[src/rtl/vga_pkg.sv]
// Shared VGA pixel-path definitions: RGB332 layout, display modes, screen defaults.
package vga_pkg;
  localparam int R_W     = 3;
  localparam int G_W     = 3;
  localparam int B_W     = 2;
  localparam int COLOR_W = R_W + G_W + B_W;

  localparam int DEF_SCREEN_W = 640;
  localparam int DEF_SCREEN_H = 480;

  // 2'b11 is reserved and behaves as normal
  typedef enum logic [1:0] {
    MODE_NORMAL   = 2'b00,
    MODE_NIGHT    = 2'b01,
    MODE_GAMEOVER = 2'b10
  } mode_e;

  typedef struct packed {
    logic [R_W-1:0] r;
    logic [G_W-1:0] g;
    logic [B_W-1:0] b;
  } rgb332_t;
endpackage

[src/rtl/layer_compositor_if.sv]
// Scan/sprite side to compositor bundle; master = scan generator + sprites, slave = compositor.
interface layer_compositor_if import vga_pkg::*; #(
  parameter int NUM_LAYERS = 8
);
  localparam int WIN_W = (NUM_LAYERS > 1) ? $clog2(NUM_LAYERS) : 1;

  logic                            pix_en;
  logic [9:0]                      x;
  logic [9:0]                      y;
  logic                            hsync_in;
  logic                            vsync_in;
  logic [NUM_LAYERS-1:0]           layer_hit;
  logic [COLOR_W*NUM_LAYERS-1:0]   layer_color;
  logic [COLOR_W-1:0]              bg_color;
  logic [1:0]                      mode;
  logic                            clear_collision;
  logic [R_W-1:0]                  vgaRed;
  logic [G_W-1:0]                  vgaGreen;
  logic [B_W-1:0]                  vgaBlue;
  logic                            Hsync;
  logic                            Vsync;
  logic [WIN_W-1:0]                win_layer;
  logic                            collision_pulse;
  logic                            collided;

  modport master (
    output pix_en, x, y, hsync_in, vsync_in, layer_hit, layer_color, bg_color,
           mode, clear_collision,
    input  vgaRed, vgaGreen, vgaBlue, Hsync, Vsync, win_layer, collision_pulse, collided
  );

  modport slave (
    input  pix_en, x, y, hsync_in, vsync_in, layer_hit, layer_color, bg_color,
           mode, clear_collision,
    output vgaRed, vgaGreen, vgaBlue, Hsync, Vsync, win_layer, collision_pulse, collided
  );
endinterface

[src/rtl/layer_priority_sel.sv]
// Combinational lowest-index-wins selector over the sprite layers.
module layer_priority_sel import vga_pkg::*; #(
  parameter int NUM_LAYERS = 8,
  parameter int IDX_W      = (NUM_LAYERS > 1) ? $clog2(NUM_LAYERS) : 1
) (
  input  logic [NUM_LAYERS-1:0]              hit,
  input  logic [NUM_LAYERS-1:0][COLOR_W-1:0] color,
  output logic                               valid,
  output logic [IDX_W-1:0]                   idx,
  output logic [COLOR_W-1:0]                 winColor
);
  // Scan high to low so the last (lowest) hit overrides
  always_comb begin
    valid    = 1'b0;
    idx      = '0;
    winColor = '0;
    for (int i = NUM_LAYERS-1; i >= 0; i--) begin
      if (hit[i]) begin
        valid    = 1'b1;
        idx      = IDX_W'(i);
        winColor = color[i];
      end
    end
  end
endmodule

[src/rtl/layer_compositor.sv]
// Two-stage sprite compositor: S1 registers scan inputs, S2 resolves priority, blanking
// and display mode; also runs the game-over flash timer and per-frame collision detect.
module layer_compositor import vga_pkg::*; #(
  parameter int NUM_LAYERS   = 8,
  parameter int SCREEN_W     = DEF_SCREEN_W,
  parameter int SCREEN_H     = DEF_SCREEN_H,
  parameter int FLASH_FRAMES = 15,
  parameter logic [NUM_LAYERS-1:0] COLLIDE_MASK = {{(NUM_LAYERS-1){1'b1}}, 1'b0}
) (
  input logic               clk,
  input logic               rst,
  layer_compositor_if.slave bus
);
  localparam int WIN_W = (NUM_LAYERS > 1) ? $clog2(NUM_LAYERS) : 1;
  localparam int CNT_W = (FLASH_FRAMES > 1) ? $clog2(FLASH_FRAMES) : 1;

  logic [NUM_LAYERS-1:0]              s1Hit;
  logic [NUM_LAYERS-1:0][COLOR_W-1:0] s1Color;
  logic [COLOR_W-1:0]                 s1Bg;
  logic                               s1Hs, s1Vs, s1Vis, s1VsPrev;
  logic                               visIn;

  logic                               selValid;
  logic [WIN_W-1:0]                   selIdx;
  logic [COLOR_W-1:0]                 selColor, pixColor, outColor;
  logic                               invert;

  rgb332_t                            rgbQ;
  logic                               hsQ, vsQ;
  logic [WIN_W-1:0]                   winQ;

  logic [CNT_W-1:0]                   flashCnt;
  logic                               flashPhase;
  logic                               frameEnd, collideNow, frameHit, setCollide;
  logic                               pulseQ, collidedQ;

  assign visIn = (bus.x < 10'(SCREEN_W)) && (bus.y < 10'(SCREEN_H));

  // ---- S1: capture scan position and sprite channels
  always_ff @(posedge clk or posedge rst) begin
    if (rst) begin
      s1Hit    <= '0;
      s1Color  <= '0;
      s1Bg     <= '0;
      s1Hs     <= 1'b0;
      s1Vs     <= 1'b0;
      s1Vis    <= 1'b0;
      s1VsPrev <= 1'b0;
    end else if (bus.pix_en) begin
      s1Hit    <= bus.layer_hit;
      s1Color  <= bus.layer_color;
      s1Bg     <= bus.bg_color;
      s1Hs     <= bus.hsync_in;
      s1Vs     <= bus.vsync_in;
      s1Vis    <= visIn;
      s1VsPrev <= s1Vs;
    end
  end

  layer_priority_sel #(.NUM_LAYERS(NUM_LAYERS), .IDX_W(WIN_W)) uSel (
    .hit      (s1Hit),
    .color    (s1Color),
    .valid    (selValid),
    .idx      (selIdx),
    .winColor (selColor)
  );

  // Blanking is applied before the mode transform so inverted modes keep black borders
  always_comb begin
    pixColor = selValid ? selColor : s1Bg;
    invert   = (bus.mode == MODE_NIGHT) || ((bus.mode == MODE_GAMEOVER) && flashPhase);
    outColor = '0;
    if (s1Vis) outColor = invert ? ~pixColor : pixColor;
  end

  // ---- S2: output registers
  always_ff @(posedge clk or posedge rst) begin
    if (rst) begin
      rgbQ <= '0;
      hsQ  <= 1'b1;
      vsQ  <= 1'b1;
      winQ <= '0;
    end else if (bus.pix_en) begin
      rgbQ <= rgb332_t'(outColor);
      hsQ  <= s1Hs;
      vsQ  <= s1Vs;
      winQ <= selIdx;
    end
  end

  // Falling edge of the S1 vsync coincides with the Vsync pin falling
  assign frameEnd   = bus.pix_en && s1VsPrev && !s1Vs;
  assign collideNow = bus.pix_en && s1Vis && s1Hit[0] && |(s1Hit & COLLIDE_MASK);
  assign setCollide = frameEnd && (frameHit || collideNow);

  always_ff @(posedge clk or posedge rst) begin
    if (rst) begin
      flashCnt   <= '0;
      flashPhase <= 1'b0;
    end else if (bus.mode != MODE_GAMEOVER) begin
      flashCnt   <= '0;
      flashPhase <= 1'b0;
    end else if (frameEnd) begin
      if (flashCnt == CNT_W'(FLASH_FRAMES-1)) begin
        flashCnt   <= '0;
        flashPhase <= ~flashPhase;
      end else begin
        flashCnt <= flashCnt + CNT_W'(1);
      end
    end
  end

  always_ff @(posedge clk or posedge rst) begin
    if (rst) begin
      frameHit  <= 1'b0;
      pulseQ    <= 1'b0;
      collidedQ <= 1'b0;
    end else begin
      pulseQ <= setCollide;
      if (frameEnd)        frameHit <= 1'b0;
      else if (collideNow) frameHit <= 1'b1;
      if (setCollide)               collidedQ <= 1'b1;
      else if (bus.clear_collision) collidedQ <= 1'b0;
    end
  end

  assign bus.vgaRed          = rgbQ.r;
  assign bus.vgaGreen        = rgbQ.g;
  assign bus.vgaBlue         = rgbQ.b;
  assign bus.Hsync           = hsQ;
  assign bus.Vsync           = vsQ;
  assign bus.win_layer       = winQ;
  assign bus.collision_pulse = pulseQ;
  assign bus.collided        = collidedQ;
endmodule

[src/flat_wrapper.sv]
// flat-port wrapper written by rule: the top's interface ports become plain ports
module layer_compositor_flat import vga_pkg::*;
#(
  parameter int NUM_LAYERS   = 8,
  parameter int SCREEN_W     = DEF_SCREEN_W,
  parameter int SCREEN_H     = DEF_SCREEN_H,
  parameter int FLASH_FRAMES = 15,
  parameter logic [NUM_LAYERS-1:0] COLLIDE_MASK = {{(NUM_LAYERS-1){1'b1}}, 1'b0}
)
  (clk, rst, bus_pix_en, bus_x, bus_y, bus_hsync_in, bus_vsync_in, bus_layer_hit, bus_layer_color, bus_bg_color, bus_mode, bus_clear_collision, bus_vgaRed, bus_vgaGreen, bus_vgaBlue, bus_Hsync, bus_Vsync, bus_win_layer, bus_collision_pulse, bus_collided);
  layer_compositor_if #(.NUM_LAYERS(NUM_LAYERS)) bus_i ();
  input logic clk;
  input logic rst;
  input wire logic [$bits(bus_i.pix_en)-1:0] bus_pix_en;
  input wire logic [$bits(bus_i.x)-1:0] bus_x;
  input wire logic [$bits(bus_i.y)-1:0] bus_y;
  input wire logic [$bits(bus_i.hsync_in)-1:0] bus_hsync_in;
  input wire logic [$bits(bus_i.vsync_in)-1:0] bus_vsync_in;
  input wire logic [$bits(bus_i.layer_hit)-1:0] bus_layer_hit;
  input wire logic [$bits(bus_i.layer_color)-1:0] bus_layer_color;
  input wire logic [$bits(bus_i.bg_color)-1:0] bus_bg_color;
  input wire logic [$bits(bus_i.mode)-1:0] bus_mode;
  input wire logic [$bits(bus_i.clear_collision)-1:0] bus_clear_collision;
  output wire logic [$bits(bus_i.vgaRed)-1:0] bus_vgaRed;
  output wire logic [$bits(bus_i.vgaGreen)-1:0] bus_vgaGreen;
  output wire logic [$bits(bus_i.vgaBlue)-1:0] bus_vgaBlue;
  output wire logic [$bits(bus_i.Hsync)-1:0] bus_Hsync;
  output wire logic [$bits(bus_i.Vsync)-1:0] bus_Vsync;
  output wire logic [$bits(bus_i.win_layer)-1:0] bus_win_layer;
  output wire logic [$bits(bus_i.collision_pulse)-1:0] bus_collision_pulse;
  output wire logic [$bits(bus_i.collided)-1:0] bus_collided;
  assign bus_i.pix_en = bus_pix_en;
  assign bus_i.x = bus_x;
  assign bus_i.y = bus_y;
  assign bus_i.hsync_in = bus_hsync_in;
  assign bus_i.vsync_in = bus_vsync_in;
  assign bus_i.layer_hit = bus_layer_hit;
  assign bus_i.layer_color = bus_layer_color;
  assign bus_i.bg_color = bus_bg_color;
  assign bus_i.mode = bus_mode;
  assign bus_i.clear_collision = bus_clear_collision;
  assign bus_vgaRed = bus_i.vgaRed;
  assign bus_vgaGreen = bus_i.vgaGreen;
  assign bus_vgaBlue = bus_i.vgaBlue;
  assign bus_Hsync = bus_i.Hsync;
  assign bus_Vsync = bus_i.Vsync;
  assign bus_win_layer = bus_i.win_layer;
  assign bus_collision_pulse = bus_i.collision_pulse;
  assign bus_collided = bus_i.collided;
  layer_compositor #(.NUM_LAYERS(NUM_LAYERS), .SCREEN_W(SCREEN_W), .SCREEN_H(SCREEN_H), .FLASH_FRAMES(FLASH_FRAMES), .COLLIDE_MASK(COLLIDE_MASK)) u_core (.clk(clk), .rst(rst), .bus(bus_i));
endmodule
[config.mk]
export PLATFORM = sky130hd
export DESIGN_NAME = layer_compositor_flat
export DESIGN_NICKNAME = d
export VERILOG_FILES = /design/src/rtl/vga_pkg.sv /design/src/rtl/layer_compositor_if.sv /design/src/rtl/layer_priority_sel.sv /design/src/rtl/layer_compositor.sv /design/src/flat_wrapper.sv
export SDC_FILE = /design/constraint.sdc
export NUM_CORES = 1
export LEC_CHECK = 0
export ABC_AREA = 0
export CORE_AREA = 2 2 122 124
export CTS_CLUSTER_DIAMETER = 60
export DETAILED_ROUTE_END_ITERATION = 8
export DIE_AREA = 0 0 124 126
export GPL_TIMING_DRIVEN = 0
export REMOVE_ABC_BUFFERS = 1
export SLEW_MARGIN = 40
export SYNTH_ARGS = -nofsm -noshare
export SYNTH_HDL_FRONTEND = slang
export SYNTH_SLANG_ARGS = --single-unit
[constraint.sdc]
create_clock -name clk -period 8.7 [get_ports clk]
set_input_delay 0.87 -clock clk [delete_from_list [all_inputs] [get_ports clk]]
set_output_delay 0.87 -clock clk [all_outputs]
set_load 0.05 [all_outputs]
==> qor.yml <==
power:
  power_leakage_nw: 2.648
  ir_worst_vdd_uv: 105.7
  powerDensity_mw_per_mm2: 185.1
critical_path:
  r2r-end: "u_core.bus.vgaBlue[0]"
  rr_startpoint: "u_core.s1Hit[4]"
  path_buf_inv: 3
  path_class: "in -> reg"
  critPathLaunchType: "primary input"
  cpMostUsedCell: "or3_1"
  path_max_fanout: 63
  crit_path_cell_trace: "buf_6 -> buf_16 -> inv_1 -> or3_1 -> or3_1 -> a21oi_1"
  cpLargestDelayFamily: "simple AND/OR/NAND/NOR gates"
  slowest_delay_ps: 600
  critPathLaunch: "bus_pix_en"
  critPathSlowestCell: "or3_1"
  rrSetupSlack_ps: 6120
  endpoint: "u_core.flashCnt[3]"
  rr_worst_depth: 5
  critPathCaptureType: "flop"
  worstPathRequired_ps: 8970
  crit_arrival_ps: 3010
  cp.depth: 6
clock_tree:
  clock_latency_ps: 350
  path_clk_slew_ps: 60
  cts_max_level: 3
  numClockSinks: 105
  holdBufCountCts: 0
  post_cts_resized: 0
  post_cts_buffers: 0
  cts_buffers: 9
  root_buffer: "clkbuf_16"
  ctsLongestPathBuffers: 2
  cts_tree: "done"
synth:
  syn_avg_cell_area_um2: 11.73
  synth_ff_type: "dfrtp_1"
  yosys.cell_types.count: 42
  synth_compound_area_share_pct: 11.99
  syn_inst: 419
  yosys.area_share.simple_pct: 12.68
  ys_warn_count: 0
  synthXorXnorAreaFrac_pct: 0.1783
  synth-adder-area-share_pct: 0.5093
  synth_edf_count: 0
  ys_seq_area_share_pct: 53.53
  netlist_area_mm2: 0.004913
  synth_top_family_by_area: "multiplexers"
  synth-seq-cells: 105
  synth_mux_area_share_pct: 17.37
  synthArstFlopShare_pct: 100.0
timing:
  finalClockSkew_ps: 5.057
  worst_slew_pin_slew_ps: 828.4
  slew_headroom_pct: 44.77
  totalNegativeSetupSlack_ps: 0
  rsz0062_at_grt: "false"
  min_period_ps: 2734
  fin_crit_sh_pct: 31.43
  slew_violations: 0
  worst_slack_ps: 5966
  hold_violations: 0
  setup_viol: 0
  fmax_mhz: 365.7
detailed_routing:
  vias_per_cell: 5.101
  drt_iter0_drc: 215
  vias: 3581
  ant_nets: 0
  routedWlPerCell_um: 16.98
  drc: 0
  wirelength_um: 11920
  first_pass_iters: 4
place:
  portBuffers: 110
  place_congestion: 0.7455
  pre_cts_ws_ps: 5576
  post-dp-hpwl_um: 8279
  dp_cells: 687
grt:
  globalRouteTotalUtil_pct: 16.11
  globalRouteMet2Util_pct: 25.08
  met1_usage_pct: 21.26
  grt_pass1_vias: 3700
  antenna_found_initial: 0
  grt_pass1_wl_um: 19150
  grt_max_degree: 64
  overflow: 0
  met3_usage_pct: 4.846
  gr-max-usage-layer: "met2"
min_path:
  hp-start: "u_core.bus.Vsync"
  hold_path.class: "reg -> reg"
  worst_hold_path.num_cells: 2
outcome:
  status: "finished, final reports clean"
floorplan:
  pin_count: 123
  start_util_pct: 34.33
  dieWidth_um: 124
  core_mm2: 0.01431
  core.rowCount: 44
  die_area_mm2: 0.01562
  die_h_um: 126
final_layout:
  diodes: 0
  num-nets-final: 624
  finalCoreUtilization_pct: 45.31
  area_delta_synth_final_pct: 31.98
  nFillCells: 1333
  drive_gt1_share_pct: 20.85
  layout.cells.non_filler: 702
flow_run:
  cap_viol_max_count: 0
==> kinds of logic (layout without fill, tap and decap cells) <==
group,count (synthesis),in the layout
AND/OR/NAND/NOR,111,111
flip-flops,105,105
XOR/XNOR,1,1
AO/OA/AOI/OAI,78,78
multiplexers,76,76
adder cells (fa/ha/maj),2,2
buffers and inverters,46,145
==> routing by layer <==
| layer | routed length (um) | up-vias |
|---|---|---|
| met3 | 757 | 15 |
| met2 | 5559 | 101 |
| met5 | 0 | - |
| met1 | 5323 | 1766 |
| met4 | 281 | 0 |
| li1 | - | 1699 |
==> cell usage in the layout (no fill, tap or decap), drive strengths merged, types with 9 or more instances in the layout <==
cell type / Yosys / layout
a21oi: 15 / 15
nor2: 12 / 12
o21ai: 16 / 16
inv: 18 / 18
clkdlybuf4s50: 0 / 109
nor2b: 19 / 19
mux2: 74 / 74
dfrtp: 103 / 103
nor3b: 9 / 9
nor3: 19 / 19
a221oi: 9 / 9
nand2: 32 / 32
clkbuf: 26 / 13
==> synth_stat cells (9+ instances only) <==
cell type  instances  area share (%)
a21oi_1           15             1.5
a221oi_1           9             1.6
clkbuf_1          26             2.0
dfrtp_1          103              52
inv_1             18             1.4
mux2_2            74              17
nand2_1           32             2.4
nor2_1            12            0.92
nor2b_1           19             2.4
nor3_1            12             1.2
nor3b_1            9             1.4
o21ai_0           15             1.5
==> stage by stage <==
step                      total power, mW  hold WS [ps]  area, um2
final                               1.200         472.7       6485
after global routing                1.262         506.7       6485
after CTS                           1.220         476.8       6484
after floorplan                    0.7106         460.0       4797
after detailed placement           0.8257         467.7       6201
after global placement             0.8204         456.8       6128
==> power by group <==
part	internal (mW)	leakage, nW	total, mW	switching [mW]
Combinational	0.120	1.25	0.231	0.111
Clock	0.216	0.138	0.387	0.172
Sequential	0.537	1.26	0.582	0.0450
Total	0.873	2.65	1.20	0.327
==> flip-flops by register name, summed over array words and instances, names as in the netlist, 2 cells and up <==
| signal | cells |
|---|---|
| u_core.s1Color | 64 |
| u_core.bus.vgaGreen | 3 |
| u_core.bus.vgaBlue | 2 |
| u_core.flashCnt | 4 |
| u_core.s1Bg | 8 |
| u_core.s1Hit | 8 |
| u_core.bus.win_layer | 3 |
| u_core.bus.vgaRed | 3 |
==> worst register-to-register path: stages, from the launching register on <==
cell and delay, ps:
dfrtp_1 680, or4_4 610, o21bai_4 320, o32ai_1 210
o311a_1 380, a221o_1 260
==> final cells by class <==
cell class              count  area (um2)  area share (%)
inverters                  18       75.07           1.158
repair buffers            112        1157           17.85
multi-input cells         268        2108           32.51
flip-flops and latches    105        2631           40.57
clock inverters             2       12.51          0.1929
clock buffers              13       270.3           4.167
well taps                 184       230.2           3.550
==> worst min-delay path by stage <==
stage | slack (ps) | to
after floorplan | 460 | u_core.bus.collision_pulse
after detailed placement | 470 | u_core.bus.Vsync
after CTS | 480 | u_core.bus.Vsync
after global routing | 510 | u_core.bus.Vsync
after global placement | 460 | u_core.bus.Vsync
final | 470 | u_core.bus.Vsync
No activity file was read; power rests on OpenSTA's default activity.
